===== config.mk =====
export PLATFORM = sky130hd
export DESIGN_NAME = pipe_stage_skid
export DESIGN_NICKNAME = d
export VERILOG_FILES = /design/src/rtl/pipe_stage_skid.sv
export SDC_FILE = /design/constraint.sdc
export NUM_CORES = 1
export LEC_CHECK = 0
export CAP_MARGIN = 20
export CELL_PAD_IN_SITES_DETAIL_PLACEMENT = 1
export CELL_PAD_IN_SITES_GLOBAL_PLACEMENT = 1
export CORE_MARGIN = 4
export CORE_UTILIZATION = 36
export DETAILED_ROUTE_END_ITERATION = 10
export PLACE_DENSITY = 0.75
export SYNTH_ARGS = -nofsm -noshare
export SYNTH_HDL_FRONTEND = slang
export SYNTH_SLANG_ARGS = --single-unit

===== constraint.sdc =====
create_clock -name clk -period 1.59 [get_ports clk]
set_input_delay 0.318 -clock clk [delete_from_list [all_inputs] [get_ports clk]]
set_output_delay 0.318 -clock clk [all_outputs]
set_load 0.02 [all_outputs]

===== src/rtl/pipe_stage_skid.sv =====
// -----------------------------------------------------------------------------
// pipe_stage_skid
//   Inter-stage pipeline register (IF/ID, ID/EX, EX/MEM, MEM/WB) with a
//   valid/ready handshake. It can be built with a 2-entry skid buffer
//   (SKID=1, in_ready decoded from registered state only) or as a 1-entry
//   register (SKID=0, in_ready combinational from out_ready).
//   A synchronous flush discards every held entry. The control field reads
//   as zero whenever no valid entry is held, so a bubble can never raise a
//   spurious RegWrite or MemWrite downstream.
//
// Parameters
//   DATA_W  payload width (>=1)
//   CTRL_W  control-field width (>=1)
//   SKID    1: 2-entry skid buffer, 0: single register
//
// Ports
//   clk        rising-edge clock
//   rst_n      asynchronous active-low reset
//   flush      synchronous discard of all held entries
//   in_valid   upstream presents an entry
//   in_ready   stage accepts an entry this cycle
//   in_ctrl    upstream control bits
//   in_data    upstream payload
//   out_valid  downstream entry valid
//   out_ready  downstream accepts (0 = stall)
//   out_ctrl   control bits, all-zero when out_valid=0
//   out_data   payload, holds its last value when out_valid=0
//   occupancy  number of entries held (0..2)
// -----------------------------------------------------------------------------
module pipe_stage_skid #(
  parameter int DATA_W = 32,
  parameter int CTRL_W = 6,
  parameter int SKID   = 1
) (
  input  logic              clk,
  input  logic              rst_n,
  input  logic              flush,
  input  logic              in_valid,
  output logic              in_ready,
  input  logic [CTRL_W-1:0] in_ctrl,
  input  logic [DATA_W-1:0] in_data,
  output logic              out_valid,
  input  logic              out_ready,
  output logic [CTRL_W-1:0] out_ctrl,
  output logic [DATA_W-1:0] out_data,
  output logic [1:0]        occupancy
);

  // Encoding equals the number of entries held, so occupancy is the state.
  typedef enum logic [1:0] {
    S_EMPTY = 2'd0,
    S_ONE   = 2'd1,
    S_TWO   = 2'd2
  } state_t;

  state_t            state, state_nxt;
  logic [CTRL_W-1:0] main_ctrl, skid_ctrl;
  logic [DATA_W-1:0] main_data, skid_data;
  logic              push, pop;
  logic              load_main_in, load_main_skid, load_skid;

  assign out_valid = (state != S_EMPTY);
  assign occupancy = state;
  assign out_data  = main_data;
  assign out_ctrl  = out_valid ? main_ctrl : '0;

  generate
    if (SKID != 0) begin : g_skid
      // Depends only on the state register: no combinational path from
      // out_ready back to in_ready, which breaks long ready chains.
      assign in_ready = (state != S_TWO);
    end else begin : g_noskid
      // Accept when empty, or when the held entry leaves this same cycle.
      assign in_ready = (state == S_EMPTY) | out_ready;
    end
  endgenerate

  // A flushed input is never counted as transferred; a flushed output
  // transfer still completes downstream (pop is not gated).
  assign push = in_valid & in_ready & ~flush;
  assign pop  = out_valid & out_ready;

  // NOTE: every output of this block gets a default first; a path that
  // leaves one unassigned would infer a latch.
  always_comb begin
    state_nxt      = state;
    load_main_in   = 1'b0;
    load_main_skid = 1'b0;
    load_skid      = 1'b0;
    if (flush) begin
      state_nxt = S_EMPTY;
    end else begin
      unique case (state)
        S_EMPTY: begin
          if (push) begin
            state_nxt    = S_ONE;
            load_main_in = 1'b1;
          end
        end
        S_ONE: begin
          unique case ({push, pop})
            2'b10: begin
              // Only reachable with SKID=1: downstream stalled, park in skid.
              state_nxt = S_TWO;
              load_skid = 1'b1;
            end
            2'b11:   load_main_in = 1'b1;
            2'b01:   state_nxt    = S_EMPTY;
            default: ;
          endcase
        end
        S_TWO: begin
          // in_ready is low here, so no input can arrive.
          if (pop) begin
            state_nxt      = S_ONE;
            load_main_skid = 1'b1;
          end
        end
        default: state_nxt = S_EMPTY;
      endcase
    end
  end

  // NOTE: sequential state uses non-blocking assignments so every register
  // samples the pre-edge values regardless of statement order.
  always_ff @(posedge clk or negedge rst_n) begin
    if (!rst_n) begin
      state <= S_EMPTY;
    end else begin
      state <= state_nxt;
    end
  end

  // NOTE: the payload registers are reset because out_data must read zero
  // after reset; a plain datapath register would otherwise be left unreset.
  always_ff @(posedge clk or negedge rst_n) begin
    if (!rst_n) begin
      main_ctrl <= '0;
      main_data <= '0;
      skid_ctrl <= '0;
      skid_data <= '0;
    end else begin
      if (load_main_in) begin
        main_ctrl <= in_ctrl;
        main_data <= in_data;
      end else if (load_main_skid) begin
        main_ctrl <= skid_ctrl;
        main_data <= skid_data;
      end
      if (load_skid) begin
        skid_ctrl <= in_ctrl;
        skid_data <= in_data;
      end
    end
  end

endmodule

==> flow_summary.toml, run 1 <==
[outcome]
violations = "negative setup slack"
outcome = "finished, violations left"

[die]
coreArea_mm2 = 0.009196
initial_utilization_pct = 36.80
die_h_um = 105.0
die_w_um = 105.0
design.die.area_mm2 = 0.01102
fp-row-count = 35
io-pin-count = 85

[timing]
relSlewSlack_pct = 75.44
tns_ps = -5883
hold_viol_final = 0
worstMarginPinSlew_ps = 368.5
rsz0062_at_grt = "yes"
max_freq_ghz = 0.5867
skew_ps = 9.244
period_share_pct = 107.2
setup_ws_ps = -114.5
min_period_ps = 1704
drv_slew = 0
setup_violations = 82

[critical_path]
r2r_slack_ps = -110
reg2reg_to = "out_data[13]$_DFFE_PN0P_"
cpMostUsedCell = "buf_6"
slowest_stage = "dfrtp_1"
timing.critical_path.cells = "buf_6 > and4bb_4 > buf_6 > a21oi_4 > buf_12 > clkbuf_16 > a221o_1"
r2r_start = "occupancy[0]$_DFFE_PN0P_"
slowest_delay_ps = 390
cp.arrival_ps = 1930
end_kind = "flop"
crit_type = "flop to flop"
cp.required_ps = 1810
reg2reg_depth = 7
cp_max_fo = 6
startpoint_type = "flop"

[drt]
route.detailed.drc = 0
drt_iter0_markers = 74
post_drt_wl_per_cell_um = 20.57
drt-vias-per-instance = 5.316
final_antenna_net_count = 0
dr.pass1.iters = 4
drt-total-wl_um = 9504
route.vias.total = 2456

[final_layout]
finalNetCount = 391
syn_to_final_growth_pct = 48.58
final_cell_count_no_fill = 462
final_layout_size_suffix_gt1_share_pct = 33.05
antennaDiodeCount = 0
final_area_mm2 = 0.005029

[synthesis]
synthAdderAreaFrac_pct = 0
synthMuxAreaShare_pct = 15.16
ys_warn_count = 0
yosysMostFrequentCell = "dfrtp_1"
synth_ff_type = "dfrtp_1"
synth-compound-area-share_pct = 12.13
synth_common_cells = "78 x dfrtp_1, 38 x a221o_1, 31 x and2_1"
syn_avg_cell_area_um2 = 14.65
synth_top_family_by_area = "multiplexers"
synth_area_leaders = "dfrtp_1 58%, a221o_1 11%, mux2_4 8.9%"
yosysTopAreaCellShare_pct = 57.67
yosys.area_share.simple_pct = 10.61
yosysTopAreaCell = "dfrtp_1"
synth_edf_count = 0
synth.yosys.seq_area_share_pct = 57.67
async_flop_share_pct = 100.0
syn-num-nets = 274
synthCells = 231
synth_xor_area_share_pct = 0
ys_types = 26
syn_area_mm2 = 0.003384
ys_ff_latch = 78

[power]
p_leak_nw = 2.437
powerDensity_mw_per_mm2 = 1169
total_power_mw = 5.879
peakVddDrop_v = 0.0003970

[clock_network]
clk_latency_ps = 340
cts_tree = "built"
cts_sinks = 78
clockBufferDepth = 2
cts-root-buf = "clkbuf_8"
cts.htree.levels = 3
cts_made_buffers = 9
clk_pin_slew_worst_paths_ps = 80

[hold_path]
hold_path_class = "input port to async pin"

[global_routing]
grt_usage_pct = 17.33
antenna_found_initial = 0
grt_max_degree = 35
grt_pass1_vias = 2675
grt-ovfl-total = 0
grt_pass1_wl_um = 14880

[placed_design]
placed_area_mm2 = 0.004423
gp_congestion = 0.7664
dp.cells = 425
post-dp-hpwl_um = 5525
port_buffers = 84

[flow_run]
maxCapViolCount = 0
[worst max-delay path: cells and delay by family (launching register included)]
kind | cells | cell delay, ps
flip-flops | 1 | 390
buffers and inverters | 4 | 530
AND/OR/NAND/NOR | 1 | 330
AO/OA/AOI/OAI | 2 | 320
[layer usage]
layer	vias up	GRT usage, %	share of wire, %
li1	1099	-	-
met1	1284	24.96	47
met2	66	26.63	47
met3	7	3.212	4.4
met4	0	5.061	0.84
met5	-	0	0
[power by group]
part           leakage, nW  total (mW)  internal (mW)  switching, mW
clock                0.104        1.61          0.907          0.699
sequential           0.961        2.74           2.47          0.269
combinational         1.37        1.54          0.905          0.631
[registers in the layout, indices dropped and copies added, names as in the netlist]
signal,cells
out_data,32
skid_data,32
main_ctrl,6
skid_ctrl,6
occupancy,2
[area by class of cell]
cell class | instances | area [um^2]
clock buffer | 10 | 137.6
clock inverter | 4 | 72.57
fill | 921 | 4168
inverter | 1 | 3.754
multi-input combinational | 137 | 1383
sequential | 78 | 1952
tap | 111 | 138.9
timing repair buffer | 121 | 1341
[kinds of logic (layout without fill, tap and decap cells)]
family	Yosys count	after routing
compound gates	42	42
mux	39	39
flops	78	78
buf+inv	17	136
simple gates	55	56
[timing repair]
| item | 4_1_cts | 5_1_grt |
|---|---|---|
| hold buffers | 1 | 0 |
| gates cloned | 7 | 3 |
| buffers inserted | 9 | 8 |
| pin swaps | 9 | 2 |
| gates resized for setup | 104 | 7 |
| setup endpoints to repair | 80 | 86 |
| endpoints found under the hold margin | 24 | 0 |
[worst max-delay path by stage]
stage                                        start                         to  slack [ps]
after floorplan           occupancy[1]$_DFFE_PN0P_  skid_data[11]$_DFFE_PN0P_          10
after global placement                    in_valid   out_data[18]$_DFFE_PN0P_        -320
after detailed placement                     flush    out_data[2]$_DFFE_PN0P_        -400
after CTS                 occupancy[0]$_DFFE_PN0P_    out_data[2]$_DFFE_PN0P_        -160
after global routing      occupancy[0]$_DFFE_PN0P_    out_data[4]$_DFFE_PN0P_        -170
final                     occupancy[0]$_DFFE_PN0P_   out_data[13]$_DFFE_PN0P_        -110
[through the flow]
| step | hold slack (ps) | worst slack, ps | utilization, % |
|---|---|---|---|
| after detailed placement | 262.1 | -401.1 | 48.10 |
| after floorplan | 22.41 | 12.37 | - |
| final | 419.2 | -114.5 | 54.68 |
| after CTS | 428.2 | -155.6 | 53.51 |
| after global routing | 441.5 | -168.5 | 54.68 |
| after global placement | 257.1 | -322.6 | 48.10 |
[cell usage in the layout (no fill, tap or decap), drive strengths merged, types with 2 or more instances in the layout]
master and count:
clkdlybuf4s50 40, nand2b 2, nor2b 7, clkbuf 13
a21oi 2, nand2 2, and2 40, buf 42
dfrtp 78, mux2 38, a221o 38, dlygate4sd2 35
bufinv 2
Power figures use the tool's default switching activity.
==> run 2: changes to the inputs <==
CORE_MARGIN = 1.5   (was 4)
==> run 2 against run 1 <==
The flow still finishes with violations (negative setup slack). First-iteration DRC count shrank 30%. Clock power is 3% higher. Critical path depth decreased by 2. Non-clock buffer count shrank 2. Cell area is 0.75% higher. Count of clock-buffer cells in the layout grew 2. Sequential share of layout area down 0.29 points. Global-route usage up 0.63 points. Largest power group unchanged.
==> flow_summary.toml, run 2 (synthesized netlist as in run 1, its figures left out) <==
[placed_design]
post-dp-hpwl_um = 5114
dp.cells = 425
gp_congestion = 0.7620
dp_slack_ps = -330.9
placed_area_mm2 = 0.004423
port_buffers = 84

[final_layout]
final_cell_count_no_fill = 464
final_layout_size_suffix_gt1_share_pct = 37.96
finalNetCount = 391
syn_to_final_growth_pct = 49.69
mostFrequentLayoutCells = "78 x dfrtp_1, 41 x clkdlybuf4s50_1, 38 x a221o_1"
final_area_mm2 = 0.005066
layout_commonest_cell = "dfrtp_1"
antennaDiodeCount = 0

[timing]
setup_ws_ps = -76.39
period_share_pct = 104.8
setup_violations = 52
holdWs_ps = 502.4
skew_ps = 12.14
hold_viol_final = 0
rsz0062_at_grt = "yes"
drv_slew = 0
max_freq_ghz = 0.6001
min_period_ps = 1666
relSlewSlack_pct = 72.84
worstMarginPinSlew_ps = 407.4

[die]
fp-row-count = 35
io-pin-count = 85
coreArea_mm2 = 0.009196
die_h_um = 99.96
die_w_um = 99.96
design.die.area_mm2 = 0.009992
initial_utilization_pct = 36.80

[critical_path]
cp_max_fo = 4
cp.required_ps = 1270
cp.arrival_ps = 1350
r2r_slack_ps = -30
crit_type = "flop to output port"
end_kind = "output port"
startpoint_type = "flop"

[clock_network]
clockBufferDepth = 2
cts_made_buffers = 9
cts.htree.levels = 3
clk_latency_ps = 350
cts-root-buf = "clkbuf_8"
clk_pin_slew_worst_paths_ps = 80
cts_sinks = 78
cts_tree = "built"

[drt]
final_antenna_net_count = 0
post_drt_wl_per_cell_um = 20.46
route.vias.total = 2462
dr.pass1.iters = 4
drt-total-wl_um = 9494
drt_iter0_markers = 52
drt-vias-per-instance = 5.306
route.detailed.drc = 0

[outcome]
violations = "negative setup slack"
outcome = "finished, violations left"

[global_routing]
grt_pass1_vias = 2610
antenna_found_initial = 0
grt_pass1_wl_um = 13680
grt_usage_pct = 17.96
grt_max_degree = 79
grt-ovfl-total = 0

[power]
total_power_mw = 5.878
powerDensity_mw_per_mm2 = 1160
p_leak_nw = 2.409
peakVddDrop_v = 0.0005907

[flow_run]
maxCapViolCount = 0

[hold_path]
hold_path_class = "flop to flop"
-- run 2: area by class of cell --
class / count / area (um^2)
Clock inverter: 4 / 70.07
Clock buffer: 12 / 145.1
Tap cell: 111 / 138.9
Inverter: 1 / 3.754
Fill cell: 904 / 4130
Sequential cell: 78 / 1952
Multi-Input combinational cell: 139 / 1408
Timing Repair Buffer: 119 / 1349
-- run 2: what timing repair did --
action / CTS / global route
gates cloned: 3 / 12
gates resized for setup: 80 / 46
setup endpoints to repair: 90 / 75
pin swaps: 2 / 22
buffers inserted: 6 / 1
hold buffers: 1 / 0
hold endpoints to repair: 17 / 0
-- run 2: path summary, 6_finish.rpt --
path | from | endpoint | depth (start not counted)
min | skid_data[12]$_DFFE_PN0P_ | skid_data[12]$_DFFE_PN0P_ | 1
min reg2reg | skid_data[12]$_DFFE_PN0P_ | skid_data[12]$_DFFE_PN0P_ | 1
max reg2reg | occupancy[0]$_DFFE_PN0P_ | skid_data[26]$_DFFE_PN0P_ | 5
max in group asynchronous | rst_n | out_data[27]$_DFFE_PN0P_ | 3
max | occupancy[1]$_DFFE_PN0P_ | out_ctrl[2] | 5
min in group asynchronous | rst_n | skid_data[15]$_DFFE_PN0P_ | 3
-- run 2: critical path: stages (launching register included) --
cell and delay, ps:
dfrtp_1 410, nor2_2 180, buf_6 140, buf_6 100, nor2b_1 40, buf_2 150
-- run 2: routing by layer --
metal,global-route usage (%),wire [um]
met3,3.134,494
met1,24.60,4503
met4,6.826,74
met2,28.62,4423
met5,0,0
-- run 2: where the power goes --
part	switching, mW	internal [mW]
sequential	0.281	2.47
combinational	0.626	0.848
clock	0.730	0.925
-- run 2: stage by stage --
stage	setup TNS, ps	util [%]
floorplan	0	-
global placement	-19560	48.10
detailed placement	-21530	48.10
CTS	-372.1	51.25
global route	-3554	55.09
finish	-886.9	55.09
==> run 3: changes to the inputs <==
CORE_UTILIZATION = 46   (was 36)
DONT_BUFFER_PORTS = 1   (was unset)
PLACE_DENSITY = 0.74   (was 0.75)
==> run 3 against run 2 <==
The run ends with negative hold slack, negative setup slack left. Combinational power shrank 42%. Setup slack lost 15 ps. Sequential power grew 6%. Power shrank 5.2%. Count of clock-buffer cells in the layout shrank 3. First-iteration DRC count grew 44%. Worst hold slack lost 840 ps. Clock skew shrank 3.1 ps. Critical path type is now flop to flop.
==> flow_summary.toml, run 3 (synthesized netlist as in run 1, its figures left out) <==
[outcome]
outcome = "finished, violations left"
violations = "negative hold slack, negative setup slack"

[hold_path]
hold_path_class = "input port to async pin"

[timing]
setup_ws_ps = -91.57
rsz0062_at_grt = "yes"
period_share_pct = 105.8
min_period_ps = 1682
worstMarginPinSlew_ps = 320.0
drv_slew = 0
max_freq_ghz = 0.5947
hold_viol_final = 78
holdWs_ps = -340.9
setup_violations = 67
relSlewSlack_pct = 78.67
skew_ps = 9.089

[final_layout]
layout_commonest_cell = "dfrtp_1"
final_layout_size_suffix_gt1_share_pct = 34.65
antennaDiodeCount = 0
final_area_mm2 = 0.003901
finalNetCount = 292
final_cell_count_no_fill = 353
syn_to_final_growth_pct = 15.27
nFillCells = 680
mostFrequentLayoutCells = "78 x dfrtp_1, 38 x a221o_1, 31 x and2_1"

[global_routing]
antenna_found_initial = 0
grt_max_degree = 79
grt-ovfl-total = 0
grtUsageMet1_pct = 26.05
busiest_layer = "met2"
grt_pass1_vias = 2162
grt_pass1_wl_um = 11440
grtUsageMet2_pct = 31.75
grt_use_met3_pct = 4.944
grt_usage_pct = 19.73

[clock_network]
clk_latency_ps = 340
cts-root-buf = "clkbuf_8"
clockBufferDepth = 2
clk_pin_slew_worst_paths_ps = 90
cts.htree.levels = 3
cts_sinks = 78
cts_tree = "built"
cts_made_buffers = 9

[power]
p_leak_nw = 1.802
powerDensity_mw_per_mm2 = 1429
total_power_mw = 5.574
peakVddDrop_v = 0.0005937

[critical_path]
end_kind = "flop"
cp_max_fo = 19
crit_type = "flop to flop"
cp.required_ps = 1810
r2r_start = "occupancy[0]$_DFFE_PN0P_"
cp.arrival_ps = 1910
cp-startpoint = "occupancy[0]$_DFFE_PN0P_"
startpoint_type = "flop"

[drt]
drt-total-wl_um = 7604
dr.pass1.iters = 4
drt-vias-per-instance = 5.850
route.vias.total = 2065
route.detailed.drc = 0
drt_iter0_markers = 75
final_antenna_net_count = 0
post_drt_wl_per_cell_um = 21.54

[die]
die_w_um = 88.78
coreArea_mm2 = 0.007176
die_h_um = 88.78
io-pin-count = 85
initial_utilization_pct = 47.17
fp-row-count = 31
design.die.area_mm2 = 0.007881

[placed_design]
placed_area_mm2 = 0.003500
dp.cells = 328
dp_slack_ps = -244.1
port_buffers = 0
gp_congestion = 0.6928
post-dp-hpwl_um = 4261

[flow_run]
maxCapViolCount = 0
-- run 3: cell types whose count changed in the layout (fill, tap and decap cells not counted), sizes merged, moves of 2 or more --
cell,delta
clkinvlp,+2
dlygate4sd2,-33
buf,-14
and2,-2
clkdlybuf4s50,-41
clkbuf,-12
-- run 3: what timing repair did --
item | 4_1_cts | 5_1_grt
setup buffers | 1 | 7
endpoints found under the hold margin | 78 | 78
pin swaps | 0 | 2
endpoints found under the setup margin | 59 | 83
gates resized for setup | 12 | 5
gates cloned | 2 | 0
-- run 3: routing by layer --
| layer | wire length, um | up-vias |
|---|---|---|
| li1 | - | 892 |
| met1 | 3279 | 1092 |
| met2 | 3805 | 73 |
| met3 | 435 | 8 |
| met4 | 83 | 0 |
| met5 | 0 | - |
-- run 3: final cells by class --
cell class                      instances  area [um^2]  share of cell area (%)
Multi-Input combinational cell        138         1341                   34.38
Timing Repair Buffer                   21        234.0                   5.997
Inverter                                1        3.754                 0.09622
Clock inverter                          7        122.6                   3.143
Sequential cell                        78         1952                   50.03
Clock buffer                            9        123.9                   3.175
Tap cell                               99        123.9                   3.175
-- run 3: final timing paths --
path	to	slack, ps	cells past startpoint
max	main_ctrl[1]$_DFFE_PN0P_	-90	6
min	out_data[13]$_DFFE_PN0P_	-340	0
max reg2reg	main_ctrl[1]$_DFFE_PN0P_	-90	6
min reg2reg	skid_data[3]$_DFFE_PN0P_	500	1
max in group asynchronous	skid_data[28]$_DFFE_PN0P_	1830	0
min in group clk	occupancy[1]$_DFFE_PN0P_	50	1
-- run 3: critical path: stages (launching register included) --
cell	delay, ps
dfrtp_1	410
buf_4	140
buf_4	130
and4bb_4	360
a21oi_4	50
buf_12	160
a221o_1	310
-- run 3: metrics by stage --
| stage | utilization (%) | TNS (ps) |
|---|---|---|
| after floorplan | - | 0 |
| after global placement | 48.77 | -7906 |
| after detailed placement | 48.77 | -8499 |
| after CTS | 52.99 | -6305 |
| after global routing | 54.37 | -7247 |
| final | 54.37 | -3620 |
-- run 3: where the power goes --
part           total (mW)  switching [mW]  internal (mW)  leakage, nW
Combinational       0.850           0.283          0.567        0.726
Sequential           2.92           0.455           2.47        0.961
Clock                1.80           0.756           1.05        0.116
Total                5.57            1.49           4.08         1.80
